==> src/rtl/dsp_vector_add_drain_pkg.sv <==
// Shared types and helpers for the SIMD adder drain stage: lane geometry,
// the unpacked result record and the P-word unpack function.
package dsp_vec_pkg;

    localparam int LANES       = 4;
    localparam int LANE_W      = 8;
    localparam int LANE_STRIDE = 12;
    localparam int P_W         = 48;
    localparam int RES_W       = LANES * LANE_W + LANES;

    typedef struct packed {
        logic [LANES-1:0]             ovf;
        logic [LANES-1:0][LANE_W-1:0] sum;
    } result_t;

    // Each 12-bit lane holds an 8-bit sum with its carry at bit 8; upper bits are junk.
    function automatic result_t unpack_p(input logic [P_W-1:0] p);
        result_t r;
        r = {RES_W{1'b0}};
        for (int k = 0; k < LANES; k++) begin
            r.sum[k] = p[k*LANE_STRIDE +: LANE_W];
            r.ovf[k] = p[k*LANE_STRIDE + LANE_W];
        end
        return r;
    endfunction

endpackage

==> src/rtl/dsp_vector_add_drain_if.sv <==
// Operand/result handshake and DSP enable/P bundle of the drain stage.
interface dsp_vector_add_drain_if;
  import dsp_vec_pkg::*;

  logic                in_valid;
  logic                in_ready;
  logic                dsp_en;
  logic [P_W-1:0]      dsp_p;
  logic                out_valid;
  logic                out_ready;
  logic [LANE_W-1:0]   y_0;
  logic [LANE_W-1:0]   y_1;
  logic [LANE_W-1:0]   y_2;
  logic [LANE_W-1:0]   y_3;
  logic [LANES-1:0]    out_ovf;

  modport master (
    input  in_valid, dsp_p, out_ready,
    output in_ready, dsp_en, out_valid, y_0, y_1, y_2, y_3, out_ovf
  );

  modport slave (
    output in_valid, dsp_p, out_ready,
    input  in_ready, dsp_en, out_valid, y_0, y_1, y_2, y_3, out_ovf
  );

endinterface

==> src/rtl/dsp_vector_add_drain_fifo.sv <==
// Synchronous result FIFO with occupancy output; storage is cleared on reset
// so the head reads as zero whenever the buffer has been reset.
module dsp_vec_result_fifo #(
  parameter int DEPTH = 4,
  parameter int W     = 36
) (
  input  logic                   clk,
  input  logic                   rst_n,
  input  logic                   push,
  input  logic [W-1:0]           wdata,
  input  logic                   pop,
  output logic [W-1:0]           rdata,
  output logic [$clog2(DEPTH):0] count
);

  localparam int AW = $clog2(DEPTH);
  localparam int CW = AW + 1;

  logic [W-1:0]  mem_r [DEPTH];
  logic [AW-1:0] rd_ptr_r;
  logic [AW-1:0] wr_ptr_r;
  logic [CW-1:0] count_r;
  logic          pop_ok_s;

  assign pop_ok_s = pop & (count_r != {CW{1'b0}});
  assign rdata    = mem_r[rd_ptr_r];
  assign count    = count_r;

  // Storage, pointers and occupancy; power-of-two depth lets pointers wrap naturally
  always_ff @(posedge clk or negedge rst_n) begin
    if (!rst_n) begin
      for (int i = 0; i < DEPTH; i++) begin
        mem_r[i] <= {W{1'b0}};
      end
      rd_ptr_r <= {AW{1'b0}};
      wr_ptr_r <= {AW{1'b0}};
      count_r  <= {CW{1'b0}};
    end else begin
      if (push) begin
        mem_r[wr_ptr_r] <= wdata;
        wr_ptr_r        <= wr_ptr_r + AW'(1'b1);
      end
      if (pop_ok_s) begin
        rd_ptr_r <= rd_ptr_r + AW'(1'b1);
      end
      case ({push, pop_ok_s})
        2'b10:   count_r <= count_r + CW'(1'b1);
        2'b01:   count_r <= count_r - CW'(1'b1);
        default: count_r <= count_r;
      endcase
    end
  end

  dsp_vec_result_fifo_chk #(.DEPTH(DEPTH)) u_chk (
    .clk   (clk),
    .rst_n (rst_n),
    .push  (push),
    .pop   (pop_ok_s),
    .count (count_r)
  );

endmodule

==> src/rtl/dsp_vector_add_drain_fifo_chk.sv <==
// Simulation checks for the result FIFO: no write into a full buffer, no read of an empty one.
module dsp_vec_result_fifo_chk #(
  parameter int DEPTH = 4
) (
  input logic                     clk,
  input logic                     rst_n,
  input logic                     push,
  input logic                     pop,
  input logic [$clog2(DEPTH):0]   count
);

  localparam int CW = $clog2(DEPTH) + 1;

  a_no_overflow: assert property (@(posedge clk) disable iff (!rst_n)
    !(push && !pop && (count == CW'(DEPTH))));

  a_no_underflow: assert property (@(posedge clk) disable iff (!rst_n)
    !(pop && (count == {CW{1'b0}})));

  a_count_range: assert property (@(posedge clk) disable iff (!rst_n)
    count <= CW'(DEPTH));

endmodule

==> src/rtl/dsp_vector_add_drain.sv <==
// Drain stage behind the 4-lane DSP adder: drives the shared DSP clock enable
// from FIFO credit, tracks the two DSP register stages and buffers unpacked sums.
module dsp_vector_add_drain
  import dsp_vec_pkg::*;
#(
  parameter int DEPTH = 4
) (
  input logic                    clock,
  input logic                    reset,
  dsp_vector_add_drain_if.master io
);

  localparam int CW = $clog2(DEPTH) + 1;

  logic          v1_r;
  logic          v2_r;
  logic [CW-1:0] count_s;
  logic [CW-1:0] free_s;
  logic          en_s;
  logic          push_s;
  logic          pop_s;
  result_t       push_data_s;
  result_t       head_s;

  // Credit counts every result already owed a FIFO slot, including those still in the DSP
  always_comb begin
    free_s = CW'(DEPTH) - count_s - CW'(v1_r) - CW'(v2_r);
    if (reset && (free_s != {CW{1'b0}})) begin
      en_s = 1'b1;
    end else begin
      en_s = 1'b0;
    end
  end

  // Valid bits shadowing the DSP input and P registers; they freeze with the enable
  always_ff @(posedge clock or negedge reset) begin
    if (!reset) begin
      v1_r <= 1'b0;
      v2_r <= 1'b0;
    end else if (en_s) begin
      v2_r <= v1_r;
      v1_r <= io.in_valid;
    end else begin
      v1_r <= v1_r;
      v2_r <= v2_r;
    end
  end

  assign push_s      = en_s & v2_r;
  assign pop_s       = io.out_ready & (count_s != {CW{1'b0}});
  assign push_data_s = unpack_p(io.dsp_p);

  dsp_vec_result_fifo #(.DEPTH(DEPTH), .W(RES_W)) u_fifo (
    .clk   (clock),
    .rst_n (reset),
    .push  (push_s),
    .wdata (push_data_s),
    .pop   (pop_s),
    .rdata (head_s),
    .count (count_s)
  );

  assign io.dsp_en    = en_s;
  assign io.in_ready  = en_s;
  assign io.out_valid = (count_s != {CW{1'b0}});
  assign io.y_0       = head_s.sum[0];
  assign io.y_1       = head_s.sum[1];
  assign io.y_2       = head_s.sum[2];
  assign io.y_3       = head_s.sum[3];
  assign io.out_ovf   = head_s.ovf;

endmodule

==> src/flat_wrapper.sv <==
// flat-port wrapper written by rule: the top's interface ports become plain ports
module dsp_vector_add_drain_flat import dsp_vec_pkg::*;
#(
  parameter int DEPTH = 4
)
  (clock, reset, io_in_valid, io_dsp_p, io_out_ready, io_in_ready, io_dsp_en, io_out_valid, io_y_0, io_y_1, io_y_2, io_y_3, io_out_ovf);
  dsp_vector_add_drain_if io_i ();
  input logic clock;
  input logic reset;
  input wire logic [$bits(io_i.in_valid)-1:0] io_in_valid;
  input wire logic [$bits(io_i.dsp_p)-1:0] io_dsp_p;
  input wire logic [$bits(io_i.out_ready)-1:0] io_out_ready;
  output wire logic [$bits(io_i.in_ready)-1:0] io_in_ready;
  output wire logic [$bits(io_i.dsp_en)-1:0] io_dsp_en;
  output wire logic [$bits(io_i.out_valid)-1:0] io_out_valid;
  output wire logic [$bits(io_i.y_0)-1:0] io_y_0;
  output wire logic [$bits(io_i.y_1)-1:0] io_y_1;
  output wire logic [$bits(io_i.y_2)-1:0] io_y_2;
  output wire logic [$bits(io_i.y_3)-1:0] io_y_3;
  output wire logic [$bits(io_i.out_ovf)-1:0] io_out_ovf;
  assign io_i.in_valid = io_in_valid;
  assign io_i.dsp_p = io_dsp_p;
  assign io_i.out_ready = io_out_ready;
  assign io_in_ready = io_i.in_ready;
  assign io_dsp_en = io_i.dsp_en;
  assign io_out_valid = io_i.out_valid;
  assign io_y_0 = io_i.y_0;
  assign io_y_1 = io_i.y_1;
  assign io_y_2 = io_i.y_2;
  assign io_y_3 = io_i.y_3;
  assign io_out_ovf = io_i.out_ovf;
  dsp_vector_add_drain #(.DEPTH(DEPTH)) u_core (.clock(clock), .reset(reset), .io(io_i));
endmodule
==> config.mk <==
export PLATFORM = sky130hd
export DESIGN_NAME = dsp_vector_add_drain_flat
export DESIGN_NICKNAME = d
export VERILOG_FILES = /design/src/rtl/dsp_vector_add_drain_pkg.sv /design/src/rtl/dsp_vector_add_drain_if.sv /design/src/rtl/dsp_vector_add_drain_fifo.sv /design/src/rtl/dsp_vector_add_drain_fifo_chk.sv /design/src/rtl/dsp_vector_add_drain.sv /design/src/flat_wrapper.sv
export SDC_FILE = /design/constraint.sdc
export NUM_CORES = 1
export LEC_CHECK = 0
export ABC_AREA = 1
export BUFFER_PORTS_ARGS = -buffer_cell sky130_fd_sc_hd__buf_2
export CORE_ASPECT_RATIO = 1.75
export CORE_UTILIZATION = 40
export DETAILED_ROUTE_END_ITERATION = 10
export SETUP_SLACK_MARGIN = 0.5
export SYNTH_ARGS = -nofsm -noshare
export SYNTH_HDL_FRONTEND = slang
export SYNTH_SLANG_ARGS = --single-unit
==> constraint.sdc <==
create_clock -name clock -period 2.6 [get_ports clock]
set_input_delay 0.26 -clock clock [delete_from_list [all_inputs] [get_ports clock]]
set_output_delay 0.26 -clock clock [all_outputs]
set_load 0.01 [all_outputs]
After elaboration in Yosys (flattened, before gate mapping):

Index checks and enable logic that the tools add are counted.

* add/sub/neg operators: 7
* order comparisons: 3
* equality and inequality tests: 2
* muxes and demuxes: 8
* bitwise gates (word level): 5
* reductions and logical operators: 5

Operators by type and width (number)
* $bwmux W144: 1
* $mux W36: 3
* $bmux W36 S2: 1
* $demux W36 S2: 1
* $ge A3 B3 Y1 const B: 2
* $not A2 Y3: 2
* $pmux W3 S2: 1
* $reduce_bool A3 Y1: 2
* $sub A3 B1 Y3: 2
* $add A2 B1 Y2 const B: 2
* $add A3 B1 Y3 const B: 1
* $and A1 B1 Y1: 3
* $lt A3 B1 Y1 const B: 1
* $sub A3 B1 Y3 const B: 1
* $sub A3 B3 Y3 const A: 1
* $eq A2 B1 Y1 const B: 1
* $eq A2 B2 Y1 const B: 1
* $logic_and A1 B1 Y1: 2
* $reduce_bool A2 Y1: 1
* $mux W1: 1

* register bits after elaboration: 153
* input port bits: 52

Depth between registers and ports, before layout:

* word-level depth: 9
* gate-level depth with buffers: 14
* mapped depth without buffers: 14

Hierarchy:

From an unflattened synthesis, not the netlist that was laid out.

* cell total of the unflattened synthesis: 855
* area total of the unflattened synthesis: 7445.9 sq um

Modules (own cells, without submodules)
* dsp_vec_result_fifo: instances 1, cells each 823, area an instance 7223.2 sq um, seq. area each 3778.6 sq um
* dsp_vector_add_drain: instances 1, cells each 32, area an instance 222.7 sq um, seq. area each 50.0 sq um

Worst setup path after synthesis:

OpenSTA, ideal clock, no wires.

* path type: register to register
* start point: register u_core.u_fifo.count_r[0] (netlist: u_core.u_fifo.count[0])
* end point: register u_core.u_fifo.count_r[2] (netlist: u_core.u_fifo.count[2])
* arrival time: 2.660 ns
* data required time: 2.469 ns
* slack: -0.190 ns
* cell stages (with the launch flop): 14
* buffers on the path: 0
* cell sequence: dfrtp_1 -> ha_1 -> ha_1 -> inv_1 -> ha_1 -> nor2_1 -> nand3_4 -> nand3_4 -> ha_1 -> inv_1 -> fa_1 -> a21oi_1 -> o21ai_0 -> xor2_1

* longest elaborated chain between the ends: 9
* elaborated cells on any way between the ends: 16
* classes of those cells: 5 x add/sub; 2 x eq/ne; 2 x mux; 3 x bitwise; 4 x reduce/logical

RTL lines
* start: declaration: line dsp_vector_add_drain_fifo.sv:22 `logic [CW-1:0] count_r;`
* start signal: assignment: line dsp_vector_add_drain_fifo.sv:37 `count_r <= {CW{1'b0}};`
* start signal: assignment: line dsp_vector_add_drain_fifo.sv:47 `2'b10: count_r <= count_r + CW'(1'b1);`
* start signal: assignment: line dsp_vector_add_drain_fifo.sv:48 `2'b01: count_r <= count_r - CW'(1'b1);`
* $sub A3 B3 Y3: line dsp_vector_add_drain.sv:27 `free_s = CW'(DEPTH) - count_s - CW'(v1_r) - CW'(v2_r);`
* $sub A3 B1 Y3 (2 in series): line dsp_vector_add_drain.sv:27
* $reduce_bool A3 Y1: line dsp_vector_add_drain.sv:28 `if (reset && (free_s != {CW{1'b0}})) begin`
* $logic_and A1 B1 Y1: line dsp_vector_add_drain.sv:28
* $mux W1: line dsp_vector_add_drain.sv:28
* $and A1 B1 Y1: line dsp_vector_add_drain.sv:49 `assign push_s = en_s & v2_r;`
* $eq A2 B1 Y1 / $eq A2 B2 Y1 (equally long branches): line dsp_vector_add_drain_fifo.sv:46 `case ({push, pop_ok_s})`
* $pmux W3 S2 / $reduce_bool A2 Y1 (equally long branches)

Several ways; a longest one is shown, not always the timed one.
A chain may end at the register's enable or synchronous reset.

Worst setup path after layout:

* start point: register u_core.v1_r
* end point: register u_core.u_fifo.count_r[2] (netlist: u_core.u_fifo.count[2])

* longest elaborated chain between the ends: 8
* elaborated cells on any way between the ends: 10
* classes of those cells: 2 x add/sub; 2 x eq/ne; 2 x mux; 1 x bitwise; 3 x reduce/logical

RTL lines
* start: declaration: line dsp_vector_add_drain.sv:15 `logic v1_r;`
* start signal: assignment: line dsp_vector_add_drain.sv:42 `v1_r <= io.in_valid;`
* start signal: assignment: line dsp_vector_add_drain.sv:44 `v1_r <= v1_r;`
* $sub A3 B1 Y3 (*) (2 in series): line dsp_vector_add_drain.sv:27
* $reduce_bool A3 Y1 (*): line dsp_vector_add_drain.sv:28
* $logic_and A1 B1 Y1 (*): line dsp_vector_add_drain.sv:28
* $mux W1 (*): line dsp_vector_add_drain.sv:28
* $and A1 B1 Y1 (*): line dsp_vector_add_drain.sv:49
* $eq A2 B1 Y1 / $eq A2 B2 Y1 (equally long branches): line dsp_vector_add_drain_fifo.sv:46
* $pmux W3 S2 / $reduce_bool A2 Y1 (equally long branches)
* end signal: assignment: line dsp_vector_add_drain_fifo.sv:47
* end signal: assignment: line dsp_vector_add_drain_fifo.sv:48
* end signal: assignment: line dsp_vector_add_drain_fifo.sv:49 `default: count_r <= count_r;`

Mark *: on every way between the ends. The rest lies on a longest branch, timed or not.

==> results.toml <==
[critical_path]
start_kind = "flip-flop"
endpoint_kind = "flip-flop"
worstSetupEndpoint = "u_core.u_fifo.count[2]$_DFFE_PN0P_"
cpMostUsedCell = "ha_4"
cp_max_fo = 3
reg2regPathDepth = 13
slowest_delay_ns = 0.41
crit_required_ns = 2.94
r2r_end = "u_core.u_fifo.count[2]$_DFFE_PN0P_"
cpMaxStageDelayCell = "dfrtp_1"
crit_chain = "ha_4, ha_4, inv_2, ha_4, nor2_4, nand3_4, nand3_4, ha_4, inv_4, fa_2, buf_4, o21ai_2, xor2_1"
path_delay_family = "adder cells"
r2r_slack_ns = 0.15
crit_cells = 13
critPathBufInv = 3
crit_start = "u_core.v1_r$_DFFE_PN0N_"
r2r-start = "u_core.v1_r$_DFFE_PN0N_"
critPathKind = "flip-flop to flip-flop"
crit_arrival_ns = 2.79

[yosys]
ys_types = 26
ys_async_sr_fraction_pct = 100
synth-edff-count = 0
synth.avg_cell_area_sq_um = 8.05
yosysTopAreaCell = "dfrtp_1"
ys.flop_type = "dfrtp_1"
synth_top_area_share_pct = 54.1
ys_ff_latch = 153
synth_cells = 879
synthTopCellsByArea = "dfrtp_1 54%, nand2_1 24%, o21ai_0 5.4%"
ys_seq_area_share_pct = 54.1
syn_nets = 941
ys_warn_count = 0
synth_area_sq_um = 7070

[clocking]
numCtsBuffers = 17
clock_sinks = 153
cts_tree = "yes"
cts-root-buf = "clkbuf_16"
cts.reportedPaths.clkPinSlew_ns = 0.06
worstSkewPairLatency_ns = 0.42
htreeDepth = 4
cts_buffer_depth = 2

[sta]
min_period_over_period_pct = 94.2
setup_viol = 0
max_slew_margin_pct = 44.0
holdWs_ns = 0.0600
fin_ws_ns = 0.150
hold_violations = 0
grt_setup_unrepaired = "true"
fmax_mhz = 408
period_minus_slack_ns = 2.45
worst_pin_slew_ns = 0.839
finClkSkew_ns = 0.00963
fin_setup_tns_ns = 0
maxSlewViolCount = 0

[cells_and_area]
utilization_pct = 54.2
final_cell_mix = "438 x nand2_1, 152 x dfrtp_1, 77 x buf_2"
instances_no_fill = 1248
drive_gt1_share_pct = 21.4
synthToLayoutAreaGrowth_pct = 33.3
final_area_sq_um = 9430
layout.nets = 1066
antenna_cells = 0
layout_commonest_cell = "nand2_1"

[floorplanning]
die_y_um = 178
io_pins = 91
die_x_um = 103
core_area_sq_um = 17400
die_area_sq_um = 18200
row_count = 64
start_util_pct = 40.7

[place]
place_ws_ns = 0.101
hpwl_um = 11500
dp_cells = 1163
dpl_cell_area_sq_um = 7820
port-buffer-count = 78
globalplace.congestion = 0.741

[power_and_ir_drop]
p_int_mw = 7.58
p_leak_nw = 4.94
ir_drop_v = 0.000631
p_per_area_nw_per_um2 = 1330
switching_share_pct = 39.7
pwr-share-seq_pct = 31.9
clockPowerShare_pct = 20.9
p_sw_mw = 4.99
pwr-share-comb_pct = 47.2
total_power_mw = 12.6

[worst_hold_path]
hold_class = "primary input to flip-flop"
min_path_cells = 3

[drt]
drt-initial-drc-count = 474
drc = 0
vias = 6456
drt-total-wl_um = 22600
drt-vias-per-instance = 5.17
drtPass1Iterations = 5
detail_route.wl_per_cell_um = 18.1
ant_nets = 0

[run]
max_cap_viol_count = 0

[global_routing]
grt_pass1_vias = 6230
track_usage_pct = 24.5
grt_pass1_wl_um = 32900
grt_max_degree = 149
overflow = 0
antenna_found_initial = 0

[outcome]
outcome = "completed"
==> worst min-delay path by stage <==
stage | slack (ns) | from | endpoint
after global routing | 0.07 | io_in_valid | u_core.v1_r$_DFFE_PN0N_
final | 0.06 | io_in_valid | u_core.v1_r$_DFFE_PN0N_
after floorplan | -0.04 | reset | u_core.u_fifo.count[0]$_DFFE_PN0P_
after CTS | 0.07 | io_in_valid | u_core.v1_r$_DFFE_PN0N_
after detailed placement | 0.09 | reset | u_core.u_fifo.count[1]$_DFFE_PN0P_
after global placement | 0.09 | reset | u_core.u_fifo.count[2]$_DFFE_PN0P_
==> registers in the layout, summed over array words and instances (netlist names) <==
name,flops
u_core.u_fifo.count,3
u_core.u_fifo.mem_r,144
u_core.u_fifo.rd_ptr_r,2
u_core.u_fifo.wr_ptr_r,2
u_core.v1_r,1
u_core.v2_r,1
==> area by class of cell <==
cell class                 count  area (sq um)
fill                        1623          7950
sequential                   153          3830
multi-input combinational    658          2990
timing repair buffer         155          1600
clock buffer                  20           467
tap                          231           289
clock inverter                12           164
inverter                      19          81.3
==> metal layers <==
metal	vias to the layer above	share of wire [%]	global-route usage (%)
met1	3123	39	29.2
met5	-	0	0
li1	3032	-	-
met3	49	5.7	4.33
met4	0	3.7	10.4
met2	252	52	42.4
==> logic make-up (layout without fill, tap and decap cells) <==
| kind of cell | Yosys count | in the layout | synth area share (%) |
|---|---|---|---|
| adder cells (fa/ha/maj) | 10 | 10 | 1.88 |
| buffers and inverters | 68 | 206 | 4.88 |
| AND/OR/NAND/NOR | 530 | 530 | 29.8 |
| AO/OA/AOI/OAI | 113 | 113 | 8.63 |
| flip-flops | 153 | 153 | 54.1 |
| XOR/XNOR | 5 | 5 | 0.619 |
==> power by group through the flow <==
stage,logic [mW],registers (mW),clock network (mW)
after floorplan,3.40,3.84,0
after global placement,4.90,3.96,0
after detailed placement,4.96,3.99,0
after CTS,5.46,3.96,2.66
after global routing,6.54,4.12,2.76
final,5.94,4.01,2.63
==> synthesized netlist by cell type, types with 2 or more instances <==
cell type,count
nand2_1,443
dfrtp_1,153
o21ai_0,76
nor2_1,73
o22ai_1,36
clkbuf_1,30
inv_1,17
buf_6,10
ha_1,9
nor2_8,4
xor2_1,4
buf_1,3
buf_2,3
buf_4,3
nand4_1,3
nand3_4,2
==> tightest hold or removal path, delay by kind of cell <==
kind,cells,cell delay (ns)
and+or+nand+nor,2,0.11
buffers and inverters,1,0.08
==> repair_timing <==
item	CTS	global route
hold buffers	1	0
cloned	9	9
gates resized for setup	27	43
pin swaps	7	12
hold endpoints to repair	5	0
buffers inserted	20	14
endpoints found under the setup margin	142	169
No activity file was read; power rests on OpenSTA's default activity.
